--- config.mk ---
export PLATFORM = sky130hd
export DESIGN_NAME = fft_seq
export DESIGN_NICKNAME = d
export VERILOG_FILES = /design/src/rtl/fft_seq.sv
export SDC_FILE = /design/constraint.sdc
export NUM_CORES = 1
export LEC_CHECK = 0
export ABC_AREA = 1
export BUFFER_PORTS_ARGS = -buffer_cell sky130_fd_sc_hd__buf_2
export CORE_UTILIZATION = 51
export DETAILED_ROUTE_END_ITERATION = 10
export GPL_ROUTABILITY_DRIVEN = 1
export GPL_TIMING_DRIVEN = 0
export PLACE_DENSITY = 0.73
export SLEW_MARGIN = 15
export SYNTH_ARGS = -nofsm -noshare
export SYNTH_HDL_FRONTEND = slang
export SYNTH_SLANG_ARGS = --single-unit
--- constraint.sdc ---
create_clock -name clk -period 1.79 [get_ports clk]
set_input_delay 0.0895 -clock clk [delete_from_list [all_inputs] [get_ports clk]]
set_output_delay 0.0895 -clock clk [all_outputs]
set_load 0.05 [all_outputs]
--- src/rtl/fft_seq.sv ---
// rtl/fft_seq.sv - frame sequencer for the streaming radix-2 FFT pipeline
//
// Ports:
//   clk, rst              clock (rising edge), synchronous active-high reset
//   start, stop           run control; cfg_frames latched on accepted start (0 = unlimited)
//   in_valid / in_ready   source beat handshake; in_ready depends on state only
//   s0_en                 stage-0 enable
//   out_en                final-stage beat valid (s0_en delayed LAT cycles)
//   out_first, out_last   output frame boundary flags, qualified by out_en
//   busy, done            run active / one-cycle end-of-run pulse
//   frame_cnt             completed output frames this run
//   err_underrun          sticky: beat clocked in while in_valid was low
module fft_seq #(
  parameter int N   = 8,
  parameter int LAT = 4,
  parameter int GAP = 0,
  parameter int FW  = 8
) (
  input  logic          clk,
  input  logic          rst,
  input  logic          start,
  input  logic          stop,
  input  logic [FW-1:0] cfg_frames,
  input  logic          in_valid,
  output logic          in_ready,
  output logic          s0_en,
  output logic          out_en,
  output logic          out_first,
  output logic          out_last,
  output logic          busy,
  output logic          done,
  output logic [FW-1:0] frame_cnt,
  output logic          err_underrun
);

  localparam int H      = N / 2;
  localparam int BW     = (H > 1) ? $clog2(H) : 1;
  // worst-case frames resident in the pipeline at once
  localparam int IF_MAX = (LAT + H - 1) / H + 1;
  localparam int IFW    = $clog2(IF_MAX + 1);
  localparam int GW     = (GAP > 1) ? $clog2(GAP) : 1;

  localparam logic [BW-1:0] BEAT_LAST = BW'(H - 1);
  localparam logic [GW-1:0] GAP_LAST  = GW'((GAP > 0) ? GAP - 1 : 0);

  typedef enum logic [1:0] {
    S_IDLE  = 2'd0,
    S_LOAD  = 2'd1,
    S_GAP   = 2'd2,
    S_DRAIN = 2'd3
  } state_t;

  state_t           state;
  state_t           state_nx;
  logic [BW-1:0]    beat;
  logic [BW-1:0]    obeat;
  logic [GW-1:0]    gap_cnt;
  logic [FW-1:0]    sent;
  logic [FW-1:0]    cfg_l;
  logic [IFW-1:0]   inflight;
  logic             stop_l;
  logic [LAT-1:0]   pipe;

  logic             accept;
  logic             beat_end;
  logic             run_end;
  logic             last_out;

  assign accept   = (state == S_IDLE) && start;
  assign beat_end = (state == S_LOAD) && (beat == BEAT_LAST);
  // a stop arriving on the final beat itself still ends the run at this boundary
  assign run_end  = stop_l || stop ||
                    ((cfg_l != '0) && (FW'(sent + 1'b1) == cfg_l));
  assign last_out = (state == S_DRAIN) && out_last && (inflight == IFW'(1));

  // state register
  always_ff @(posedge clk) begin
    if (rst) begin
      state <= S_IDLE;
    end else begin
      state <= state_nx;
    end
  end

  // next-state logic
  always_comb begin
    state_nx = state;
    unique case (state)
      S_IDLE: begin
        if (start) state_nx = S_LOAD;
      end
      S_LOAD: begin
        if (beat_end) begin
          if (run_end)      state_nx = S_DRAIN;
          else if (GAP > 0) state_nx = S_GAP;
          else              state_nx = S_LOAD;
        end
      end
      S_GAP: begin
        if (gap_cnt == GAP_LAST) state_nx = S_LOAD;
      end
      S_DRAIN: begin
        if (last_out) state_nx = S_IDLE;
      end
      default: state_nx = S_IDLE;
    endcase
  end

  // state-decoded outputs; the pipeline never stalls, so ready ignores in_valid
  always_comb begin
    s0_en    = (state == S_LOAD);
    in_ready = (state == S_LOAD);
    busy     = (state != S_IDLE);
  end

  // run bookkeeping
  always_ff @(posedge clk) begin
    if (rst) begin
      beat         <= '0;
      gap_cnt      <= '0;
      sent         <= '0;
      cfg_l        <= '0;
      inflight     <= '0;
      stop_l       <= 1'b0;
      frame_cnt    <= '0;
      err_underrun <= 1'b0;
      done         <= 1'b0;
    end else begin
      done <= last_out;
      if (accept) begin
        beat         <= '0;
        gap_cnt      <= '0;
        sent         <= '0;
        cfg_l        <= cfg_frames;
        inflight     <= '0;
        stop_l       <= stop;
        frame_cnt    <= '0;
        err_underrun <= 1'b0;
      end else begin
        if ((state != S_IDLE) && stop) stop_l <= 1'b1;

        if (state == S_LOAD) begin
          beat <= beat_end ? '0 : beat + 1'b1;
          if (!in_valid) err_underrun <= 1'b1;
          if (beat_end) sent <= sent + 1'b1;
        end

        if (state == S_GAP) gap_cnt <= (gap_cnt == GAP_LAST) ? '0 : gap_cnt + 1'b1;
        else                gap_cnt <= '0;

        // a frame can enter and another leave in the same cycle
        case ({beat_end, out_last})
          2'b10:   inflight <= inflight + 1'b1;
          2'b01:   inflight <= inflight - 1'b1;
          default: inflight <= inflight;
        endcase

        if (out_last) frame_cnt <= frame_cnt + 1'b1;
      end
    end
  end

  // enable delay line mirroring the latency of the downstream stages
  generate
    if (LAT == 1) begin : g_pipe1
      always_ff @(posedge clk) begin
        if (rst) pipe <= '0;
        else     pipe <= s0_en;
      end
    end else begin : g_pipen
      always_ff @(posedge clk) begin
        if (rst) pipe <= '0;
        else     pipe <= {pipe[LAT-2:0], s0_en};
      end
    end
  endgenerate

  assign out_en = pipe[LAT-1];

  // output beat position within the frame
  always_ff @(posedge clk) begin
    if (rst) begin
      obeat <= '0;
    end else if (out_en) begin
      obeat <= (obeat == BEAT_LAST) ? '0 : obeat + 1'b1;
    end
  end

  assign out_first = out_en && (obeat == '0);
  assign out_last  = out_en && (obeat == BEAT_LAST);

endmodule

; Word-level counts from Yosys, hierarchy flattened
; Index checks and enable logic that the tools add are counted.
[word_totals]
register_bits = 40
input_bits = 13
output_inout_bits = 16
wordCells = 67
[classes]
n_addsub = 7
eq_ne = 13
muxes = 11
n_bitwise = 3
reduce_logical = 21
[ops]
columns = op, count
row1 = adder 8 x 1 -> 8 bit (second input constant), 2
row2 = 2-to-1 mux 2 bit, 7
row3 = == test 2 bit (second input constant), 5
row4 = == test 8 bit, 1
row5 = logical AND 1 bit, 8
row6 = one-hot mux 2 bit (4 select lines), 1
row7 = nonzero test 8 bit, 1
row8 = adder 2 x 1 -> 2 bit (second input constant), 3
row9 = == test 2 x 1 -> 1 bit (second input constant), 3
row10 = != test 2 bit (second input constant), 3
row11 = nonzero test 2 bit, 3
row12 = logical NOT 2 bit, 2
row13 = one-hot mux 2 bit (2 select lines), 1
row14 = AND reduction 2 bit, 2
row15 = AND reduction 4 bit, 1
row16 = OR reduction 4 bit, 1
row17 = NOT 1 bit, 3
row18 = logical OR 1 bit, 2
row19 = 2-to-1 mux 1 bit, 2
row20 = != test 2 x 1 -> 1 bit (second input constant), 1
row21 = OR reduction 2 bit, 1
row22 = subtractor 2 x 1 -> 2 bit (second input constant), 1
row23 = adder 1 bit (second input constant), 1

; Logic depth before layout (Yosys ltp)
; Gate-level depths: netlist (run 1).
[logic_depth]
ltp_word = 7
depth_mapped = 13
ltp_nobuf = 13

; Worst setup path after synthesis (run 1)
; OpenSTA, ideal clock, no wires.
[synth_path]
path_type = register -> register
start = register state[0]
end = register inflight[1]
setup_time_ps = 119
arrival_time_ps = 1920
required_time_ps = 1671
path_slack_ps = -249
path_stages_with_launch = 9
path_buffers = 0
period_less_slack_ps = 2039
path_cell_list = dfxtp_1 inv_1 nor2_2 inv_1 nor2_4 inv_1 ha_1 o21ai_0 a21oi_1
[synth_between]
elab_chain_len = 4
word_cells_on_any_way = 9
classes_between = eq/ne (3) / mux (1) / reduce/logical (5)
[synth_lines]
columns = element, line
row1 = "start, declared", 53  ; state_t state;
row2 = "start signal, assigned", 81  ; state <= state_nx;
row3 = == test 2 x 1 -> 1 bit (*), --
row4 = named net in_ready, 25  ; output logic in_ready,
row5 = logical AND 1 bit (*), 70  ; assign beat_end = (state == S_LOAD) && (beat == BEAT_LAST);
row6 = == test 2 x 1 -> 1 bit / == test 2 bit (equally long branches), 152  ; case ({beat_end, out_last})
row7 = one-hot mux 2 bit (2 select lines) / nonzero test 2 bit (equally long branches), --
row8 = "end signal, assigned", 153  ; 2'b10: inflight <= inflight + 1'b1;
row9 = "end signal, assigned", 154  ; 2'b01: inflight <= inflight - 1'b1;
row10 = "end signal, assigned", 155  ; default: inflight <= inflight;
row11 = "end, declared", 60  ; logic [IFW-1:0] inflight;
; Mark *: on every way through the listed nets, which the timed path passes. The rest lies on a longest branch.
; A chain may end at the register's enable or synchronous reset.

; Worst setup path after layout (run 1)
[layout_path]
start = register state[0]
end = register inflight[0]
[layout_between]
elab_chain_len = 4
word_cells_on_any_way = 9
classes_between = eq/ne (3) / mux (1) / reduce/logical (5)
[layout_lines]
columns = element, line
row1 = == test 2 x 1 -> 1 bit, 70
row2 = logical AND 1 bit, 70
row3 = == test 2 x 1 -> 1 bit / == test 2 bit (equally long branches), 152
row4 = one-hot mux 2 bit (2 select lines) / nonzero test 2 bit (equally long branches), --
; Several ways; a longest one is shown, not always the timed one.

==> reports/qor.csv, run 1 <==
stage,metric,value,unit
synth,post-synthesis sequential area ratio,41.2,%
setup_path,worst path bufs/invs,3,
setup_path,CP required,1.97,ns
sta,Fin. Hold Viols,0,
cts,"Reg clk slew, reported paths",0.08,ns
final_layout,"commonest cells after routing, fill and taps aside","nand2_1, inv_1, dfxtp_1",
floorplanning,Die Y,63.8,um
cts,CTS sink cnt,40,
final_layout,nets,325,
sta,setup_tns,0,ns
power,PwrDens,764,nW/um2
sta,Worst Skew,0.00529,ns
final_layout,Area Growth Syn to Fin,15.6,%
final_layout,Diodes inserted,0,
final_layout,post-layout util,61.4,%
setup_path,Setup CP Type,reg -> reg,
sta,final setup vio count,0,
cts,CTS tree,done,
final_layout,"commonest non-fill, non-tap cell in the layout",nand2_1,
synth,Netlist cell types,27,
detailed_routing,via count,1724,
global_route,first-pass GRT wire length,6.29,mm
power,switching share of total power,25.3,%
detailed_routing,drc violations,0,
global_route,grt total ovfl,0,
detailed_routing,WL final,3.61,mm
floorplanning,DIE AREA,4070,um2
power,sequential share of power,54.5,%
setup_path,worst r2r src,state[0],
sta,RSZ-0062 raised after global routing,false,
power,Switch Pwr,0.000435,W
floorplanning,DIE WIDTH,63.8,um
synth,Mapped Cells,271,
setup_path,CP top delay family,simple AND/OR/NAND/NOR gates,
final_layout,fraction of layout cells with a size suffix above 1,19.0,%
floorplanning,starting density of the core,53.1,%
power,Combinational Power Share,9.6,%
setup_path,Startpoint Class,register,
synth,syn_nets,291,
power,Design Power,0.00172,W
placement,HPWL Detailed,2.74,mm
detailed_routing,Routed Antenna Nets,0,
setup_path,Crit path largest cell delay,0.37,ns
status,status,"complete, no violations",
setup_path,Crit Reg-Reg Endpoint,inflight[0],
global_route,largest net degree at the start of global routing,13,
sta,Max Slew Vio Count,0,
cts,clock root buffer master,clkbuf_8,
floorplanning,core region area,3660,um2
synth,mapped cell area,1950,um2
detailed_routing,drt first pass iters,6,
synth,Syn Area/Cell,7.18,um2
global_route,vias in the first global route,1519,
setup_path,crit path max fanout,6,
sta,Final min period,1.61,ns
synth,synth warn,0,
floorplanning,row count,22,
min_path,min-delay worst type,in -> reg,
min_path,hold path endpoint,state[0],
detailed_routing,initial DRC count,80,
power,worst vdd ir,0.530,mV
placement,number of port buffers,27,
final_layout,Fillers,387,
global_route,initial antenna violation count,0,
cts,clk buf depth,2,
setup_path,Worst Reg2Reg Path Length in Cells,8,
cts,post-CTS setup buffers,0,
sta,fmax,621,MHz
detailed_routing,per-cell routed wire length,10.2,um
power,clock share of power,35.9,%
cts,clock insertion delay at the later pin of the skew report,0.29,ns
sta,final worst path period share,89.9,%
global_route,GRT Total Usage,19.7,%
floorplanning,I/O pins,29,
detailed_routing,routed vias/inst,4.87,
setup_path,Critical Path End Type,register,
job,max cap viols,0,
setup_path,"slowest stage cell, crit path",dfxtp_2,
setup_path,flop-to-flop setup slack,0.18,ns
placement,global placer's final weighted congestion,0.765,
cts,Inserted Clock Buffers,5,
cts,H-tree depth,2,
power,leakage power,1.00,nW
min_path,critical hold path startpoint,rst,
setup_path,arrival time worst endpoint,1.79,ns
power,P_int,0.00128,W
synth,Yosys reg bits,40,
setup_path,crit path cell chain,inv_1 -> nor2_4 -> inv_2 -> nor2_4 -> inv_2 -> ha_1 -> xor2_1 -> nor2_1,
min_path,Min-Delay Path Depth,2,
==> through the flow <==
step,worst slack (ns),area (um2),hold WS (ns),instances
3_3_place_gp,0.108,2150,0.327,346
4_1_cts,0.0229,2240,0.0170,354
3_5_place_dp,0.0319,2150,0.332,346
5_1_grt,0.00570,2250,0.0206,354
2_1_floorplan,0.0293,1960,0.234,271
6_report,0.181,2250,0.0227,354
==> repair_timing <==
item / CTS / global route
hold buffers: 0 / 0
setup endpoints to repair: 0 / 3
hold endpoints to repair: 0 / 0
gates resized for setup: 0 / 4
==> power by group through the flow <==
stage	combinational, W	sequential, W	clock, W
after global routing	0.000186	0.000939	0.000666
after detailed placement	0.000168	0.000957	0
after global placement	0.000165	0.000956	0
after CTS	0.000168	0.000936	0.000636
after floorplan	0.000120	0.000957	0
final	0.000165	0.000937	0.000617
==> cell usage after synthesis, drive strengths merged <==
| cell type | count | share of area (%) |
|---|---|---|
| o211ai | 4 | 1.5 |
| nor2 | 43 | 9.7 |
| nand3 | 21 | 5.7 |
| conb | 1 | 0.19 |
| dfxtp | 40 | 41 |
| nand2 | 58 | 11 |
| nor3b | 1 | 0.39 |
| o21bai | 1 | 0.39 |
| buf | 6 | 2.6 |
| a21oi | 16 | 4.1 |
| xnor2 | 3 | 1.4 |
| nand4 | 2 | 0.64 |
| a211oi | 6 | 2.3 |
| xor2 | 1 | 0.45 |
| ha | 7 | 4.5 |
| o21ai | 11 | 2.8 |
| inv | 43 | 8.3 |
| a31oi | 1 | 0.32 |
| nor3 | 4 | 1.3 |
| o21a | 2 | 0.77 |
==> kinds of logic (layout without fill, tap and decap cells) <==
family	count (synthesis)	count (layout)	synth area share, %
AND/OR/NAND/NOR	129	129	29.1
buffers and inverters	49	84	10.9
flip-flops	40	40	41.2
AO/OA/AOI/OAI	41	41	12.3
other	1	1	0.193
XOR/XNOR	4	4	1.80
adder cells (fa/ha/maj)	7	7	4.50
==> worst reg2reg max path: stages (launching register included) <==
cell and delay, ns:
dfxtp_2 0.37, inv_1 0.08, nor2_4 0.18, inv_2 0.10, nor2_4 0.15, inv_2 0.08
ha_1 0.33, xor2_1 0.15, nor2_1 0.06
==> flip-flops by register name, indices dropped and copies added (netlist names) <==
register      flops
beat              2
cfg_l             8
done              1
err_underrun      1
frame_cnt         8
gap_cnt           1
inflight          2
obeat             2
pipe              4
sent              8
state             2
stop_l            1
==> how the worst max path moves through the flow <==
| stage | depth (start not counted) | endpoint | slack, ns | start |
|---|---|---|---|---|
| 2_1_floorplan | 8 | inflight[1] | 0.03 | state[0] |
| 3_3_place_gp | 8 | inflight[1] | 0.11 | state[0] |
| 3_5_place_dp | 8 | inflight[1] | 0.03 | state[0] |
| 4_1_cts | 8 | inflight[1] | 0.02 | state[0] |
| 5_1_grt | 11 | state[1] | 0.006 | sent[0] |
| 6_report | 8 | inflight[0] | 0.18 | state[0] |
==> layout make-up <==
class | count | area, um2 | share of cell area (%)
multi-input combinational | 182 | 942 | 41.9
inverter | 43 | 165 | 7.34
sequential | 40 | 803 | 35.7
timing repair buffer | 27 | 135 | 6.01
clock buffer | 6 | 82.6 | 3.67
buffer | 6 | 51.3 | 2.28
clock inverter | 2 | 10.0 | 0.445
tap | 48 | 60.1 | 2.67
==> metal layers <==
metal / wire length, um / track usage, % / vias to the layer above / part of all wire (%)
met2: 1680 / 33.1 / 26 / 46
met4: 61 / 10.2 / 0 / 1.7
met1: 1760 / 24.2 / 766 / 49
met5: 0 / 0 / - / 0
li1: - / - / 927 / -
met3: 104 / 3.21 / 5 / 2.9
Power figures use the tool's default switching activity.
==> run 2, diff against run 1 <==
--- a/config.mk
+++ b/config.mk
@@ -12,7 +12,7 @@
 export GPL_ROUTABILITY_DRIVEN = 1
 export GPL_TIMING_DRIVEN = 0
 export PLACE_DENSITY = 0.73
-export SLEW_MARGIN = 15
+export SLEW_MARGIN = 20
 export SYNTH_ARGS = -nofsm -noshare
 export SYNTH_HDL_FRONTEND = slang
 export SYNTH_SLANG_ARGS = --single-unit
==> constraint.sdc (replaced) <==
create_clock -name clk -period 1.9 [get_ports clk]
set_input_delay 0.095 -clock clk [delete_from_list [all_inputs] [get_ports clk]]
set_output_delay 0.095 -clock clk [all_outputs]
set_load 0.05 [all_outputs]
==> reports/qor.csv, run 2 (synthesized netlist as in run 1, its figures left out) <==
stage,metric,value,unit
status,status,"complete, no violations",
cts,Hold Buf Count CTS,0,
final_layout,top flop regs,"cfg_l (8), frame_cnt (8), sent (8)",
sta,final setup vio count,0,
floorplanning,DIE WIDTH,63.8,um
floorplanning,core region area,3660,um2
setup_path,Setup CP Type,reg -> reg,
sta,setup_tns,0,ns
floorplanning,I/O pins,29,
sta,fmax,573,MHz
final_layout,"non-filler cells, final",354,
sta,Hold Slack,0.0268,ns
cts,"Reg clk slew, reported paths",0.08,ns
power,PwrDens,864,nW/um2
setup_path,"slowest stage cell, crit path",dfxtp_1,
min_path,min-delay worst type,in -> reg,
detailed_routing,initial DRC count,66,
detailed_routing,drc violations,0,
detailed_routing,drt first pass iters,4,
setup_path,Critical Path End Type,register,
global_route,grt total ovfl,0,
placement,dpl cells,346,
setup_path,Startpoint Class,register,
global_route,vias in the first global route,1552,
cts,clk buf depth,2,
cts,H-tree depth,2,
final_layout,fraction of layout cells with a size suffix above 1,17.6,%
final_layout,nets,325,
final_layout,Diodes inserted,0,
power,worst vdd ir,0.536,mV
setup_path,crit path max fanout,6,
detailed_routing,via count,1738,
global_route,first-pass GRT wire length,6.54,mm
final_layout,"commonest cells after routing, fill and taps aside","nand2_1, inv_1, dfxtp_1",
cts,CTS tree,done,
placement,global placer's final weighted congestion,0.760,
job,max cap viols,0,
final_layout,"commonest non-fill, non-tap cell in the layout",nand2_1,
cts,clock root buffer master,clkbuf_8,
setup_path,Crit path largest cell delay,0.42,ns
detailed_routing,Routed Antenna Nets,0,
setup_path,crit path cell chain,inv_1 -> nor2_4 -> inv_1 -> nor2_4 -> inv_1 -> ha_1 -> o21ai_0 -> a21oi_1,
detailed_routing,WL final,3.76,mm
global_route,initial antenna violation count,0,
sta,Final min period,1.74,ns
floorplanning,starting density of the core,53.1,%
cts,Inserted Clock Buffers,5,
floorplanning,Die Y,63.8,um
setup_path,CP most frequent cell,inv_1,
detailed_routing,routed vias/inst,4.91,
cts,CTS sink cnt,40,
final_layout,Area Growth Syn to Fin,18.9,%
sta,Worst Skew,0.00809,ns
floorplanning,row count,22,
setup_path,CP required,2.08,ns
sta,Fin. Hold Viols,0,
global_route,largest net degree at the start of global routing,14,
final_layout,Fillers,353,
sta,RSZ-0062 raised after global routing,false,
detailed_routing,per-cell routed wire length,10.6,um
setup_path,arrival time worst endpoint,1.93,ns
power,Design Power,0.00200,W
sta,final worst path period share,91.8,%
global_route,GRT Total Usage,20.6,%
placement,HPWL Detailed,2.81,mm
floorplanning,DIE AREA,4070,um2
cts,clock insertion delay at the later pin of the skew report,0.29,ns
sta,Max Slew Vio Count,0,
power,leakage power,1.03,nW
placement,number of port buffers,27,
## run 2: cell types whose count changed in the layout (fill, tap and decap cells not counted), sizes merged
cell,delta
bufinv,+3
clkinv,-2
clkbuf,-1
## run 2: stage by stage
stage / worst slack [ns] / instance area [um2] / utilization [%]
detailed placement: 0.145 / 2150 / 58.7
global placement: 0.183 / 2150 / 58.7
finish: 0.156 / 2310 / 63.2
global route: 0.00737 / 2310 / 63.2
floorplan: 0.0769 / 1950 / -
CTS: 0.132 / 2310 / 63.1
## run 2: final timing paths
| kind | startpoint | endpoint | slack, ns | cells past startpoint |
|---|---|---|---|---|
| hold reg to reg | pipe[0] | pipe[1] | 0.41 | 2 |
| setup / recovery | state[0] | inflight[1] | 0.16 | 8 |
| hold / removal | rst | cfg_l[6] | 0.03 | 2 |
| setup reg to reg | state[0] | inflight[1] | 0.16 | 8 |
## run 2: metal layers
metal	up-vias	global-route usage (%)	share of wire, %
met5	-	0	0
met4	0	7.67	1.5
met3	6	5.89	3.3
met2	26	34.3	47
met1	780	24.9	49
li1	926	-	-
## run 2: area by class of cell
type                            instances  area, um2  area share [%]
Tap cell                               48       60.1            2.60
Inverter                               43        165            7.14
Buffer                                  6       51.3            2.22
Clock inverter                          3       90.1            3.89
Multi-Input combinational cell        182        942            40.7
Timing Repair Buffer                   27        135            5.84
Clock buffer                            5       68.8            2.97
Sequential cell                        40        801            34.6
## run 2: critical path: cells and delay by family, from the launching register on
| family | cells | cell delay, ns |
|---|---|---|
| AO/OA/AOI/OAI | 2 | 0.24 |
| adder cells (fa/ha/maj) | 1 | 0.33 |
| buffers and inverters | 3 | 0.35 |
| flip-flops | 1 | 0.42 |
| AND/OR/NAND/NOR | 2 | 0.29 |
## run 2: repair_timing
item	in CTS	in global routing
hold endpoints to repair	0	0
setup endpoints to repair	0	1
resized for setup	0	1
setup buffers	0	0
## run 2: report_power, final
part	total [W]	switching [W]	leakage [nW]	internal, W
clock	0.000962	0.000305	0.0784	0.000657
combinational	0.000155	0.0000993	0.627	0.0000559
sequential	0.000882	0.0000193	0.326	0.000863
